`config.mk`:
```
export PLATFORM = sky130hd
export DESIGN_NAME = mixcolumns_shiftrows_generic
export DESIGN_NICKNAME = d
export VERILOG_FILES = /design/src/rtl/mixcolumns_shiftrows_generic.sv
export SDC_FILE = /design/constraint.sdc
export NUM_CORES = 1
export LEC_CHECK = 0
export BUFFER_PORTS_ARGS = -buffer_cell sky130_fd_sc_hd__buf_2
export CAP_MARGIN = 10
export CORE_ASPECT_RATIO = 1.2
export CORE_MARGIN = 1
export CORE_UTILIZATION = 50
export CTS_CLUSTER_DIAMETER = 80
export DETAILED_ROUTE_END_ITERATION = 10
export PLACE_DENSITY = 0.71
export SETUP_SLACK_MARGIN = 0.4
export SLEW_MARGIN = 20
export SYNTH_ARGS = -nofsm -noshare
export SYNTH_HDL_FRONTEND = slang
export SYNTH_SLANG_ARGS = --single-unit
```
`constraint.sdc`:
```
create_clock -name clk -period 12.8 [get_ports clk]
set_input_delay 2.56 -clock clk [delete_from_list [all_inputs] [get_ports clk]]
set_output_delay 2.56 -clock clk [all_outputs]
set_load 0.02 [all_outputs]
```
`src/rtl/mixcolumns_shiftrows_generic.sv`:
```
// AES linear layer: ShiftRows+MixColumns (forward) or InvMixColumns+InvShiftRows
// (inverse), column-serial under an IDLE/CALC/DONE handshake FSM.
module mixcolumns_shiftrows_generic #(
    parameter int COLS_PER_CYCLE = 1
) (
    input  logic         clk,
    input  logic         rst,
    input  logic         mode,
    input  logic         skip_mix,
    input  logic [127:0] state,
    input  logic         i_valid,
    output logic         i_ready,
    output logic [127:0] state_out,
    output logic         o_valid,
    input  logic         o_ready
);

    generate
        if (COLS_PER_CYCLE != 1 && COLS_PER_CYCLE != 2 && COLS_PER_CYCLE != 4) begin : g_bad_cfg
            $error("COLS_PER_CYCLE must be 1, 2 or 4");
        end
    endgenerate

    localparam logic [2:0] STEP = 3'(COLS_PER_CYCLE);

    typedef enum logic [1:0] {IDLE, CALC, DONE} fsm_t;

    fsm_t         fsm_q, fsm_d;
    logic [2:0]   cnt_q, cnt_d;
    logic [127:0] work_q, work_d;
    logic [127:0] out_q, out_d;
    logic         mode_q, mode_d;
    logic         skip_q, skip_d;
    logic         ov_q, ov_d;
    logic [1:0]   idx;
    logic [31:0]  col;

    function automatic logic [7:0] xtime(input logic [7:0] b);
        return {b[6:0], 1'b0} ^ (b[7] ? 8'h1b : 8'h00);
    endfunction

    function automatic logic [7:0] gmul(input logic [7:0] a, input logic [3:0] k);
        logic [7:0] p;
        logic [7:0] x;
        p = '0;
        x = a;
        for (int i = 0; i < 4; i++) begin
            if (k[i]) p = p ^ x;
            x = xtime(x);
        end
        return p;
    endfunction

    // Circulant coefficients packed as nibbles: {02 03 01 01} or {0e 0b 0d 09}
    function automatic logic [31:0] mix_col(input logic [31:0] c, input logic inv);
        logic [15:0] cf;
        logic [31:0] res;
        cf  = inv ? 16'hebd9 : 16'h2311;
        res = '0;
        for (int r = 0; r < 4; r++) begin
            for (int j = 0; j < 4; j++) begin
                res[31-8*r -: 8] = res[31-8*r -: 8]
                                 ^ gmul(c[31-8*j -: 8], cf[15-4*((j-r+4)%4) -: 4]);
            end
        end
        return res;
    endfunction

    function automatic logic [127:0] shift_rows(input logic [127:0] s, input logic inv);
        logic [127:0] o;
        int src;
        o = '0;
        for (int r = 0; r < 4; r++) begin
            for (int c = 0; c < 4; c++) begin
                src = inv ? (c - r + 4) % 4 : (c + r) % 4;
                o[127-8*(4*c+r) -: 8] = s[127-8*(4*src+r) -: 8];
            end
        end
        return o;
    endfunction

    always_comb begin
        fsm_d  = fsm_q;
        cnt_d  = cnt_q;
        work_d = work_q;
        out_d  = out_q;
        mode_d = mode_q;
        skip_d = skip_q;
        ov_d   = ov_q;
        idx    = '0;
        col    = '0;
        unique case (fsm_q)
            IDLE: begin
                if (i_valid) begin
                    mode_d = mode;
                    skip_d = skip_mix;
                    cnt_d  = '0;
                    work_d = mode ? state : shift_rows(state, 1'b0);
                    fsm_d  = CALC;
                end
            end
            CALC: begin
                for (int k = 0; k < COLS_PER_CYCLE; k++) begin
                    idx = cnt_q[1:0] + 2'(k);
                    col = work_q[127-32*idx -: 32];
                    work_d[127-32*idx -: 32] = skip_q ? col : mix_col(col, mode_q);
                end
                cnt_d = cnt_q + STEP;
                if (cnt_q + STEP == 3'd4) begin
                    out_d = mode_q ? shift_rows(work_d, 1'b1) : work_d;
                    ov_d  = 1'b1;
                    cnt_d = '0;
                    fsm_d = DONE;
                end
            end
            DONE: begin
                if (o_ready) begin
                    ov_d  = 1'b0;
                    fsm_d = IDLE;
                end
            end
            default: fsm_d = IDLE;
        endcase
    end

    always_ff @(posedge clk or posedge rst) begin
        if (rst) begin
            fsm_q  <= IDLE;
            cnt_q  <= '0;
            work_q <= '0;
            out_q  <= '0;
            mode_q <= 1'b0;
            skip_q <= 1'b0;
            ov_q   <= 1'b0;
        end else begin
            fsm_q  <= fsm_d;
            cnt_q  <= cnt_d;
            work_q <= work_d;
            out_q  <= out_d;
            mode_q <= mode_d;
            skip_q <= skip_d;
            ov_q   <= ov_d;
        end
    end

    assign i_ready   = (fsm_q == IDLE);
    assign state_out = out_q;
    assign o_valid   = ov_q;

endmodule

```
## After elaboration in Yosys (flattened, before gate mapping)

Index checks and enable logic that the tools add are counted.

- Add/sub/neg operators: 3
- Equality and inequality tests: 6
- Shifts and indexed selects: 3
- Mux-type cells: 157
- Bitwise operators: 72
- Reductions and logical operators: 8

Operators with widths:

| kind | number |
|---|---|
| $mux 8 | 128 |
| $xor 8x8->8 | 60 |
| $pmux 128 s2 | 1 |
| $mux 120 | 2 |
| $shift 32x34->159 const A | 1 |
| $shiftx 159x33->32 | 1 |
| $shiftx 32x34->159 | 1 |
| $bwmux 128 | 1 |
| $mux 128 | 1 |
| $xor 8x5->8 | 12 |
| $mux 5 | 12 |
| $neg 32->34 | 1 |
| $mux 32 | 1 |
| $mux 16 | 1 |
| $sub 7x7->8 const A | 1 |
| $mux 2 | 3 |
| $mux 3 | 2 |
| $ne 2x2->1 const B | 3 |
| $pmux 2 s3 | 1 |
| $pmux 3 s2 | 1 |
| $reduce_and 2->1 | 3 |
| $reduce_and 3->1 | 2 |
| $reduce_bool 2->1 | 2 |
| $add 3x1->3 const B | 1 |
| other kinds (6) | 7 |

- Register bits: 264
- Input port bits: 134
- Output and inout port bits: 130
- Word-level logic and storage cells: 256

## Logic depth before layout (Yosys ltp)

- Depth after elaboration: 20
- Gate-level depth with buffers: 13
- Gate-level depth less buffers: 8

## Worst setup path before layout

Ideal clock, no wire load.

- Path kind: input -> register
- From: input port mode
- To: register work_q[12]
- Library setup time: 142 ps
- Arrival time: 3987 ps
- Required time: 12658 ps
- Slack: 8671 ps
- Stages on the path: 5
- Path buffers: 3
- Path through: clkbuf_1 buf_1 clkbuf_1 mux2i_1 o221ai_1

- Word-level cells in the longest chain between the ends: 3

RTL lines:

| item | line | source |
|---|---|---|
| from (decl) | 8 | `input logic mode,` |
| $mux 120 | 98 | `work_d = mode ? state : shift_rows(state, 1'b0);` |
| $mux 128 | 94 | `if (i_valid) begin` |
| $pmux 128 s2 | 92 | `unique case (fsm_q)` |
| to (signal assigned) | 138 | `work_q <= work_d;` |
| to (decl) | 30 | `logic [127:0] work_q, work_d;` |

No other way between the ends. The select of a mux whose other input is x is not followed.
A chain may end at the register's enable or synchronous reset.

## Worst setup path after layout

- From: register cnt_q[0]
- To: register out_q[21], in the netlist state_out[21]

- Word-level cells in the longest chain between the ends: 20
- Elaborated cells on any way between the ends: 223
- Those cells by class: add/sub (3); eq/ne (1); shift (3); mux (143); bitwise (72); reduce/logical (1)

RTL lines:

| item | line | source |
|---|---|---|
| from (decl) | 29 | `logic [2:0] cnt_q, cnt_d;` |
| from (signal assigned) | 137 | `cnt_q <= cnt_d;` |
| $sub 7x7->8 | 105, 106 |  |
| $shiftx 159x33->32 | 105 | `col = work_q[127-32*idx -: 32];` |
| $mux 8 / $mux 5 (equally long branches) | 48, 39 |  |
| $mux 8 / $xor 8x5->8 (equally long branches) | 92, 39 |  |
| $xor 8x8->8 | 48 | `if (k[i]) p = p ^ x;` |
| $mux 8 | 48 |  |
| $mux 8 | 92 |  |
| $xor 8x8->8 | 48 |  |
| [... 2 more ...] | - |  |
| $xor 8x8->8 | 48 |  |
| $mux 8 | 48 |  |
| $mux 8 | 92 |  |
| $xor 8x8->8 (3 in series) | 63 | `^ gmul(c[31-8*j -: 8], cf[15-4*((j-r+4)%4) -: 4]);` |
| $mux 32 | 106 | `work_d[127-32*idx -: 32] = skip_q ? col : mix_col(col, mode_q);` |
| $shiftx 32x34->159 | 106 |  |
| $bwmux 128 | 106 |  |
| $mux 120 | 110 | `out_d = mode_q ? shift_rows(work_d, 1'b1) : work_d;` |
| to (signal assigned) | 139 | `out_q <= out_d;` |
| to (decl) | 31 | `logic [127:0] out_q, out_d;` |

Parallel ways exist; a longest one is shown, timed or not. The select of a mux whose other input is x is not followed.

==> metrics.txt <==
vias per cell=around 6.8; most common flop cell mapped by yosys=dfrtp_1; # DRC=0; DR iter-0 viols=1939; vias post-DR=16.15k; cts repair resizes=0; TritonCTS Buffers=27; Net count, final=2053; Met1 Wirelength=between 20 and 25 mm; row count=74; max incr delay on CP=between 0.8 and 0.9 ns; Avg Inst Size Synth=roughly 10 sq um; design area=between 0.02 and 0.025 sq mm; core area=around 0.034 sq mm; cell family with most CP delay=XOR/XNOR gates; Final Hold Viols=0; Worst Hold Class=register to register; min cycle time layout=around 4.8 ns; Setup Buffers After CTS=0; First-pass DRT Iterations=8; clk_skew=~0.022 ns; initial antenna violation count=0; Synth area leaders=dfrtp_1 (38%), mux2i_1 (7.0%), o221ai_1 (5.5%); Worst-Skew Late Latency=0.57 ns; first-pass GRT wire length=90.36 mm; cell taking the most area after synthesis=dfrtp_1; CP dominant cell by count=xnor3_1; area occupied by multi-input gates=0.01026 sq mm; global route overflow=0; CTS Sinks=about 260; RePlAce Congestion=approximately 0.97; Detail Placement HPWL=between 30 and 40 mm; max frequency=around 0.21 GHz; initial core utilization=around half; Crit-path slowest cell=mux4_1; critical path class=register to register; Max Cap Violations=0; pins over their slew limit=0; die extent in x=about 170 um; nature of the critical path endpoint=register; Final TNS setup=0 ns; Die Y-Extent=~210 um; Seq. cell area=0.006611 sq mm; Root Driver=clkbuf_16; Gate Count Post-Synth=about 1.8k; CP Max Fanout=33; Yosys reg bits=264; Post-synth ARST share=100.0%; Placement Cell Area=around 0.019 sq mm; Antenna Violating Nets Remaining=0; Ports=about 260; GRT Util Overall=between 30% and 40%; period utilization=a little under two fifths; Synthesized Nets=about 1.9k; drt wl/cell=approximately 25 um; post-layout util=58.45%; Yosys top cell area share=37.55%; die area=about 0.036 sq mm; Top Metal Used=met4; Syn-to-layout area delta=14.12%; number of global-route vias before repair=about 16k; WL final=59.00 mm; Yosys Warn Count=0; post-cts hold buffer count=0; post-synthesis sequential area ratio=37.55%; # setup viols final=0; antenna cells=0; CTS Buffer Depth=3; CP arrival=5.28 ns; Clock transition at path regs=approximately 0.060 ns; H-Tree Depth=1; RSZ-0062 raised after global routing=no; buffers and inverters on the worst path=1; Startpoint Class=register; crit-path cells=buf_4 > mux4_1 > xnor2_2 > xnor3_1 > xnor3_1 > or3_1 > a31oi_2 > a22oi_1 > a211oi_1; share of post-route cells with drive strength above 1=roughly 22%; Yosys cell types=66; Buffers on Ports=263; EDFF count, synth=0; CTS tree=built; Netlist Area Pre-Place=around 0.018 sq mm; max_slew headroom=27.18%; fillers=2978; met2 WL=27.77 mm; largest net degree at the start of global routing=around 120; required time of the critical path=13.27 ns; worst-margin pin slew=1.090 ns; outcome=completed; WL met3=approximately 5.5 mm
## layer usage
layer / up-vias / global-route usage (%)
li1: 7018 / -
met1: 7901 / 42.99
met2: 1021 / 51.99
met3: 209 / 5.000
met4: 0 / 12.94
met5: - / 0
## worst reg2reg max path, delay by kind of cell, from the launching register on
kind | cells | cell delay, ns
xor+xnor | 3 | 1.30
flops | 1 | 0.56
simple gates | 1 | 0.39
mux | 1 | 0.88
compound gates | 3 | 0.99
buf+inv | 1 | 0.61
## cell usage in the layout (no fill, tap or decap), types with 9 or more instances in the layout
cell type / netlist / final
nor3_1: 16 / 12
a32oi_1: 9 / 9
a21oi_1: 58 / 58
a221o_1: 17 / 17
a32o_1: 12 / 12
nand2b_1: 9 / 9
xnor3_1: 32 / 32
o221ai_1: 111 / 111
mux2i_1: 123 / 123
a22oi_1: 52 / 52
buf_2: 19 / 262
xor2_1: 34 / 34
o21ai_0: 76 / 76
xnor2_1: 81 / 81
xnor2_2: 9 / 9
nor4_1: 11 / 11
nor2_1: 112 / 111
o31ai_1: 21 / 21
buf_4: 5 / 30
nand3_1: 12 / 12
a31oi_1: 22 / 22
a211oi_1: 74 / 74
nor2b_1: 40 / 39
o2bb2ai_1: 16 / 16
dfrtp_1: 264 / 260
mux4_2: 33 / 33
clkbuf_16: 0 / 27
a2111oi_0: 24 / 24
nand2_1: 201 / 198
or3_1: 20 / 20
## sequential cells by signal (all words and copies together), names as in the netlist
name and count:
skip_q 1, mode_q 1, work_q 128, state_out 128
o_valid 1, fsm_q 2, cnt_q 3
## cells by family after synthesis
group / synth area share (%)
compound gates: 22.98
simple gates: 11.60
flops: 37.55
buf+inv: 4.367
xor+xnor: 11.58
mux: 11.50
fa+ha+maj: 0.4267
## cells in the mapped netlist (all sizes together), types with 28 or more instances
| cell type | number |
|---|---|
| nand2 | 203 |
| clkbuf | 134 |
| nor2 | 114 |
| dfrtp | 264 |
| a31oi | 29 |
| mux4 | 34 |
| a2111oi | 28 |
| a21oi | 58 |
| o21ai | 77 |
| xnor2 | 91 |
| o221ai | 111 |
| buf | 37 |
| xor2 | 35 |
| mux2i | 123 |
| nor2b | 40 |
| a211oi | 74 |
| a22oi | 52 |
| xnor3 | 32 |
## final timing paths
check                           endpoint  depth (start not counted)  slack [ns]           from
max                        state_out[21]                          9        8.00       cnt_q[0]
min                        state_out[16]                          2        0.47  state_out[16]
max reg2reg                state_out[21]                          9        8.00       cnt_q[0]
min reg2reg                state_out[16]                          2        0.47  state_out[16]
max in group asynchronous       cnt_q[0]                          3        9.04            rst
min in group asynchronous  state_out[57]                          2        2.17            rst
## stage by stage
step	setup slack (ns)	instances	hold slack [ns]
3_5_place_dp	8.047	2339	0.4678
3_3_place_gp	8.128	2339	0.4585
4_1_cts	8.024	2387	0.4829
5_1_grt	7.616	2388	0.4991
6_report	7.998	2388	0.4709
2_1_floorplan	2.971	1761	0.4620
## cell type report
type                       count  area share [%]
clock inverter                11           1.072
inverter                      11          0.2431
tap                          456           2.842
multi-input combinational   1315           51.12
sequential                   264           32.93
clock buffer                  37           3.951
timing repair buffer         294           7.846
Power is not shown: default switching activity piles up to over one toggle a cycle in this logic, so the estimate is an artifact.
